`src/rtl/adc3v_12bit_pkg.sv`:
```
// Shared definitions for the 3V 12-bit SAR ADC controller.
//   sar_state_t       : controller FSM states
//   DEF_*             : default resolution and window lengths
//   TMR_W             : window timer width (covers 1..255 sample clocks)
//   idx_width()       : width of the bit-index counter for a given resolution
//   BIT_IDX_W         : bit-index counter width at the default resolution
package adc3v_12bit_pkg;

  typedef enum logic [1:0] {
    ST_IDLE    = 2'd0,
    ST_SAMPLE  = 2'd1,
    ST_CONVERT = 2'd2,
    ST_DONE    = 2'd3
  } sar_state_t;

  localparam int DEF_WIDTH         = 12;
  localparam int DEF_SAMPLE_CYCLES = 4;
  localparam int DEF_SETTLE_CYCLES = 2;

  localparam int TMR_W = 8;

  function automatic int idx_width(input int w);
    return (w > 1) ? $clog2(w) : 1;
  endfunction

  localparam int BIT_IDX_W = idx_width(DEF_WIDTH);

endpackage

```
`src/rtl/adc3v_sar_timer.sv`:
```
// Loadable down-counter with terminal-count flag. Times both the sample
// window and each per-bit settle window of the SAR controller.
// Ports:
//   clk, reset  : clock, asynchronous active-high reset
//   i_load      : load i_load_val this clock (priority over counting)
//   i_load_val  : window length minus one
//   o_tc        : high while the count is zero (last clock of the window)
module adc3v_sar_timer
  import adc3v_12bit_pkg::*;
#(
  parameter int CNT_W = TMR_W
) (
  input  logic             clk,
  input  logic             reset,
  input  logic             i_load,
  input  logic [CNT_W-1:0] i_load_val,
  output logic             o_tc
);

  logic [CNT_W-1:0] r_count;

  always_ff @(posedge clk or posedge reset) begin
    if (reset) begin
      r_count <= '0;
    end else if (i_load) begin
      r_count <= i_load_val;
    end else if (r_count != '0) begin
      r_count <= r_count - 1'b1;
    end
  end

  assign o_tc = (r_count == '0);

endmodule

```
`src/rtl/adc3v_12bit_sar_ctrl.sv`:
```
// Successive-approximation controller for the 3V 12-bit SAR ADC macro.
// Drives the macro's enable, sample-cap reset, hold and DAC code; resolves
// one bit per settle window from the comparator, MSB first, and presents the
// result with a one-cycle valid strobe.
//
// Ports:
//   clk, reset   : clock, asynchronous active-high reset
//   en           : enable; low aborts to IDLE on the next clock
//   start        : conversion request, honoured only in IDLE with en high
//   comp_in      : comparator, 1 = held value > DAC value
//   adc_ena      : registered copy of en
//   adc_reset    : sample-cap reset, high on the first SAMPLE clock
//   adc_hold     : high throughout CONVERT
//   adc_dac_val  : trial code to the DAC
//   data_out     : last completed result
//   data_valid   : one-cycle strobe in DONE
//   busy         : high in any state except IDLE
//   o_dbg_state  : current FSM state
//
// Request/result protocol: start is a level sampled only while IDLE and en is
// high; there is no backpressure. data_valid is a single-cycle strobe that
// coincides with data_out taking its new value; no acknowledge is expected.
//
// Build option: ADC_SAR_CONTINUOUS_EN -- when defined, DONE re-enters SAMPLE
// while en stays high, so one start launches back-to-back conversions.
//
// Every output is a register loaded from the next-state decode, so each
// output lines up with the state it belongs to and none has a
// combinational path from an input.
module adc3v_12bit_sar_ctrl
  import adc3v_12bit_pkg::*;
#(
  parameter int WIDTH         = DEF_WIDTH,
  parameter int SAMPLE_CYCLES = DEF_SAMPLE_CYCLES,
  parameter int SETTLE_CYCLES = DEF_SETTLE_CYCLES
) (
  input  logic             clk,
  input  logic             reset,
  input  logic             en,
  input  logic             start,
  input  logic             comp_in,
  output logic             adc_ena,
  output logic             adc_reset,
  output logic             adc_hold,
  output logic [WIDTH-1:0] adc_dac_val,
  output logic [WIDTH-1:0] data_out,
  output logic             data_valid,
  output logic             busy,
  output logic [1:0]       o_dbg_state
);

  localparam int               IDX_W = idx_width(WIDTH);
  localparam logic [WIDTH-1:0] ONE   = {{(WIDTH-1){1'b0}}, 1'b1};
  localparam logic [WIDTH-1:0] MSB   = ONE << (WIDTH - 1);

  sar_state_t       r_state, w_state_nxt;
  logic [IDX_W-1:0] r_bit, w_bit_nxt;
  logic [WIDTH-1:0] r_dac, w_dac_nxt;
  logic [WIDTH-1:0] r_data, w_data_nxt;
  logic             r_valid, w_valid_nxt;
  logic             r_adc_reset, w_adc_reset_nxt;
  logic             r_hold, r_busy, r_ena;

  logic             w_tmr_load;
  logic [TMR_W-1:0] w_tmr_val;
  logic             w_tmr_tc;

  logic [WIDTH-1:0] w_trial_mask;
  logic [WIDTH-1:0] w_kept;

  adc3v_sar_timer #(.CNT_W(TMR_W)) u_timer (
    .clk        (clk),
    .reset      (reset),
    .i_load     (w_tmr_load),
    .i_load_val (w_tmr_val),
    .o_tc       (w_tmr_tc)
  );

  // The DAC register already carries the trial bit, so the decision only
  // has to clear it when the comparator says the held value is below.
  assign w_trial_mask = ONE << r_bit;
  assign w_kept       = comp_in ? r_dac : (r_dac & ~w_trial_mask);

  always_ff @(posedge clk or posedge reset) begin
    if (reset) begin
      r_state     <= ST_IDLE;
      r_bit       <= '0;
      r_dac       <= '0;
      r_data      <= '0;
      r_valid     <= 1'b0;
      r_adc_reset <= 1'b0;
      r_hold      <= 1'b0;
      r_busy      <= 1'b0;
      r_ena       <= 1'b0;
    end else begin
      r_state     <= w_state_nxt;
      r_bit       <= w_bit_nxt;
      r_dac       <= w_dac_nxt;
      r_data      <= w_data_nxt;
      r_valid     <= w_valid_nxt;
      r_adc_reset <= w_adc_reset_nxt;
      r_hold      <= (w_state_nxt == ST_CONVERT);
      r_busy      <= (w_state_nxt != ST_IDLE);
      r_ena       <= en;
    end
  end

  always_comb begin
    w_state_nxt     = r_state;
    w_bit_nxt       = r_bit;
    w_dac_nxt       = r_dac;
    w_data_nxt      = r_data;
    w_valid_nxt     = 1'b0;
    w_adc_reset_nxt = 1'b0;
    w_tmr_load      = 1'b0;
    w_tmr_val       = '0;

    case (r_state)
      ST_IDLE: begin
        w_dac_nxt = '0;
        if (en && start) begin
          w_state_nxt     = ST_SAMPLE;
          w_adc_reset_nxt = 1'b1;
          w_tmr_load      = 1'b1;
          w_tmr_val       = TMR_W'(SAMPLE_CYCLES - 1);
        end
      end

      ST_SAMPLE: begin
        if (w_tmr_tc) begin
          w_state_nxt = ST_CONVERT;
          w_dac_nxt   = MSB;
          w_bit_nxt   = IDX_W'(WIDTH - 1);
          w_tmr_load  = 1'b1;
          w_tmr_val   = TMR_W'(SETTLE_CYCLES - 1);
        end
      end

      ST_CONVERT: begin
        // Decision is taken on the last clock of each settle window.
        if (w_tmr_tc) begin
          if (r_bit == '0) begin
            w_state_nxt = ST_DONE;
            w_data_nxt  = w_kept;
            w_valid_nxt = 1'b1;
            w_dac_nxt   = '0;
          end else begin
            w_dac_nxt  = w_kept | (ONE << (r_bit - 1'b1));
            w_bit_nxt  = r_bit - 1'b1;
            w_tmr_load = 1'b1;
            w_tmr_val  = TMR_W'(SETTLE_CYCLES - 1);
          end
        end
      end

      ST_DONE: begin
        w_dac_nxt = '0;
`ifdef ADC_SAR_CONTINUOUS_EN
        w_state_nxt     = ST_SAMPLE;
        w_adc_reset_nxt = 1'b1;
        w_tmr_load      = 1'b1;
        w_tmr_val       = TMR_W'(SAMPLE_CYCLES - 1);
`else
        w_state_nxt = ST_IDLE;
`endif
      end

      default: begin
        w_state_nxt = ST_IDLE;
        w_dac_nxt   = '0;
      end
    endcase

    // Disable wins over everything: abort without a result, keep data_out.
    if (!en) begin
      w_state_nxt     = ST_IDLE;
      w_bit_nxt       = r_bit;
      w_dac_nxt       = '0;
      w_data_nxt      = r_data;
      w_valid_nxt     = 1'b0;
      w_adc_reset_nxt = 1'b0;
      w_tmr_load      = 1'b0;
    end
  end

  assign adc_ena     = r_ena;
  assign adc_reset   = r_adc_reset;
  assign adc_hold    = r_hold;
  assign adc_dac_val = r_dac;
  assign data_out    = r_data;
  assign data_valid  = r_valid;
  assign busy        = r_busy;
  assign o_dbg_state = r_state;

endmodule

```
`config.mk`:
```
export PLATFORM = sky130hd
export DESIGN_NAME = adc3v_12bit_sar_ctrl
export DESIGN_NICKNAME = d
export VERILOG_FILES = /design/src/rtl/adc3v_12bit_pkg.sv /design/src/rtl/adc3v_sar_timer.sv /design/src/rtl/adc3v_12bit_sar_ctrl.sv
export SDC_FILE = /design/constraint.sdc
export NUM_CORES = 1
export LEC_CHECK = 0
export ABC_AREA = 1
export CAP_MARGIN = 10
export CORE_MARGIN = 1.5
export CORE_UTILIZATION = 45
export DETAILED_ROUTE_END_ITERATION = 10
export PLACE_DENSITY = 0.66
export SLEW_MARGIN = 30
export SYNTH_ARGS = -nofsm -noshare
export SYNTH_HDL_FRONTEND = slang
export SYNTH_SLANG_ARGS = --single-unit
export TNS_END_PERCENT = 100
```
`constraint.sdc`:
```
create_clock -name clk -period 2.1 [get_ports clk]
set_clock_uncertainty 0.15 [all_clocks]
set_input_delay 0.42 -clock clk [delete_from_list [all_inputs] [get_ports clk]]
set_output_delay 0.42 -clock clk [all_outputs]
set_load 0.02 [all_outputs]
```
==> reports/metrics.csv <==
stage;metric;value;unit
critical_path;worstSetupPathType;reg -> out;
power_and_ir_drop;pwr_density_cell;835.7;nW/um^2
global_route;grt_use_total;19.78;%
clock_network;clk_pin_slew;0.08;ns
logic_synthesis;ys_warn_count;0;
critical_path;required;1.53;ns
critical_path;cp_top_family;buffers and inverters;
sta;hold_violations;0;
detailed_routing;drtPass1Iterations;4;
critical_path;critical_path.cell_chain;clkdlybuf4s50_1;
power_and_ir_drop;leakagePower;1.501;nW
layout;diodes;0;
logic_synthesis;synth_area_leaders;dfrtp_1 (46%), nand2_1 (16%), o21ai_0 (7.3%), ha_1 (6.4%), inv_1 (5.3%);
sta;worst_pin_slew;0.3505;ns
sta;finalCritPeriodShare;91.00;%
logic_synthesis;synth_cells;289;
floorplanning;io-pin-count;36;
detailed_routing;num_vias;1970;
sta;hold_slack;0.3090;ns
global_route;antenna_found_initial;0;
logic_synthesis;synth_top_area_share;45.96;%
floorplanning;fp-row-count;26;
logic_synthesis;avgSynthCellArea;8.100;um^2
critical_path;path_max_fanout;5;
clock_network;root_buffer;clkbuf_8;
layout;final_core_util;58.06;%
clock_network;clock_latency;0.30;ns
logic_synthesis;synth_area;2341;um^2
layout;num-fill-cells;478;
clock_network;cts_buffers;5;
run_status;status;complete, no violations;
critical_path;r2r_cells;8;
sta;slew_headroom;76.39;%
critical_path;cp_slowest_stage_delay;0.63;ns
floorplanning;start_util;46.13;%
logic_synthesis;yosysTopAreaCell;dfrtp_1;
sta;rsz0062_at_grt;false;
layout;drive_gt1_share;10.12;%
sta;post-route-min-period;1.911;ns
clock_network;cts_max_path_buffers;2;
floorplanning;dieHeight;75.13;um
critical_path;cp.arrival;1.34;ns
place;post_dp_cell_area;2803;um^2
logic_synthesis;ys_types;26;
clock_network;cts_tree;done;
layout;synthToLayoutAreaGrowth;25.87;%
power_and_ir_drop;ir_drop;585.5;uV
detailed_routing;drt-wirelength-per-cell;12.26;um
sta;fin_tns_setup;0;ns
place;gp_congestion;0.8700;
critical_path;slowest_stage;clkdlybuf4s50_1;
detailed_routing;post-route-drc-count;0;
clock_network;h-tree-depth;2;
critical_path;worstReg2RegStart;r_bit[2];
critical_path;path_buf_inv;1;
place;portBuffers;35;
worst_hold_path;min-delay-path-class;in -> async;
logic_synthesis;synth-seq-cells;43;
detailed_routing;vias_per_cell;4.852;
sta;max_freq;523.3;MHz
layout;nets;352;
critical_path;regToRegSetupSlack;0.23;ns
global_route;grt_max_degree;44;
critical_path;cp-start-kind;flop;
sta;finalSetupViolCount;0;
global_route;grt_pass1_wl;8335;um
layout;fin_area;2947;um^2
logic_synthesis;synth_nets;306;
critical_path;worst_r2r_endpoint;adc_dac_val[9];
detailed_routing;ant_nets;0;
sta;maxSlewViolCount;0;
floorplanning;die_area;5644;um^2
job;cap_violations;0;
detailed_routing;wl;4979;um
critical_path;setup.worst_path.end_class;output pin;
floorplanning;chipWidth;75.13;um
logic_synthesis;yosysSeqAreaShare;45.96;%
detailed_routing;dr.first_iter.drc_count;153;
global_route;grt_pass1_vias;1803;
clock_network;clock_sinks;43;
global_route;grt-ovfl-total;0;
place;detailedPlacementHpwl;3559;um
floorplanning;core;5075;um^2
[flip-flops by register name, summed over array words and instances, names as in the netlist, 2 cells and up]
register / cells
adc_dac_val: 12
data_out: 12
o_dbg_state: 2
r_bit: 4
u_timer.r_count: 8
[power breakdown]
group	internal, mW	switching, mW
combinational	0.256	0.425
sequential	0.933	0.0773
clock	0.474	0.297
total	1.66	0.799
[per-stage QoR]
stage / std cells / worst slack, ns / power, mW
floorplan: 289 / 0.2984 / 1.534
global placement: 398 / 0.1423 / 1.698
detailed placement: 398 / 0.1637 / 1.706
CTS: 406 / 0.1648 / 2.490
global route: 406 / 0.05786 / 2.626
finish: 406 / 0.1890 / 2.462
[cell usage after synthesis (all sizes together)]
cell and number:
xor2 3, inv 38, or2 1, dfrtp 43, a22oi 1, nand2 103
nand4 3, o31ai 3, nor3 3, a21oi 5, ha 12, nor2 22
a31oi 1, nand3 9, o21ai 37, buf 5
[layer usage]
| metal | track usage, % | vias to the layer above | routed length, um |
|---|---|---|---|
| met5 | 0 | - | 0 |
| met4 | 6.465 | 0 | 71 |
| li1 | - | 998 | - |
| met3 | 3.614 | 6 | 234 |
| met1 | 28.46 | 916 | 2433 |
| met2 | 30.19 | 50 | 2240 |
[placed cells by master (no fill, tap or decap), types with 6 or more instances in the layout]
| master | count |
|---|---|
| buf_4 | 8 |
| clkdlybuf4s50_1 | 35 |
| dfrtp_1 | 43 |
| ha_1 | 12 |
| inv_1 | 31 |
| inv_2 | 6 |
| nand2_1 | 101 |
| nand3_1 | 7 |
| nor2_1 | 19 |
| o21ai_0 | 34 |
[cell families (layout without fill, tap and decap cells)]
logic type | count (synthesis) | after routing | synth area share (%)
fa+ha+maj | 12 | 12 | 6.414
simple gates | 141 | 141 | 26.99
xor+xnor | 3 | 3 | 1.123
flops | 43 | 43 | 45.96
buf+inv | 43 | 90 | 8.498
compound gates | 47 | 47 | 11.01
[worst min-delay path: stages]
cell and delay, ns:
clkdlybuf4s50_1 0.40, clkinv_1 0.07, buf_12 0.24
[worst max-delay path by stage]
stage / start / cells after the start / to
finish: o_dbg_state[1] / 1 / o_dbg_state[1]
global placement: en / 5 / data_out[6]
global route: u_timer.r_count[0] / 7 / data_out[2]
CTS: o_dbg_state[1] / 1 / o_dbg_state[1]
detailed placement: en / 5 / data_out[0]
floorplan: o_dbg_state[1] / 9 / adc_dac_val[4]
[area by class of cell]
| cell class | count | area (um^2) | share of cell area [%] |
|---|---|---|---|
| clock inverter | 3 | 67.56 | 2.293 |
| tap | 70 | 87.58 | 2.972 |
| clock buffer | 5 | 68.82 | 2.335 |
| sequential | 43 | 1076 | 36.52 |
| timing repair buffer | 44 | 430.4 | 14.61 |
| multi-input combinational | 203 | 1074 | 36.43 |
| inverter | 38 | 142.6 | 4.841 |
[repair_timing]
item	in CTS	in global routing
gates resized for setup	0	2
setup buffers	0	0
hold buffers	0	0
setup endpoints to repair	0	3
Note: power is estimated with default switching activity, not from simulation.
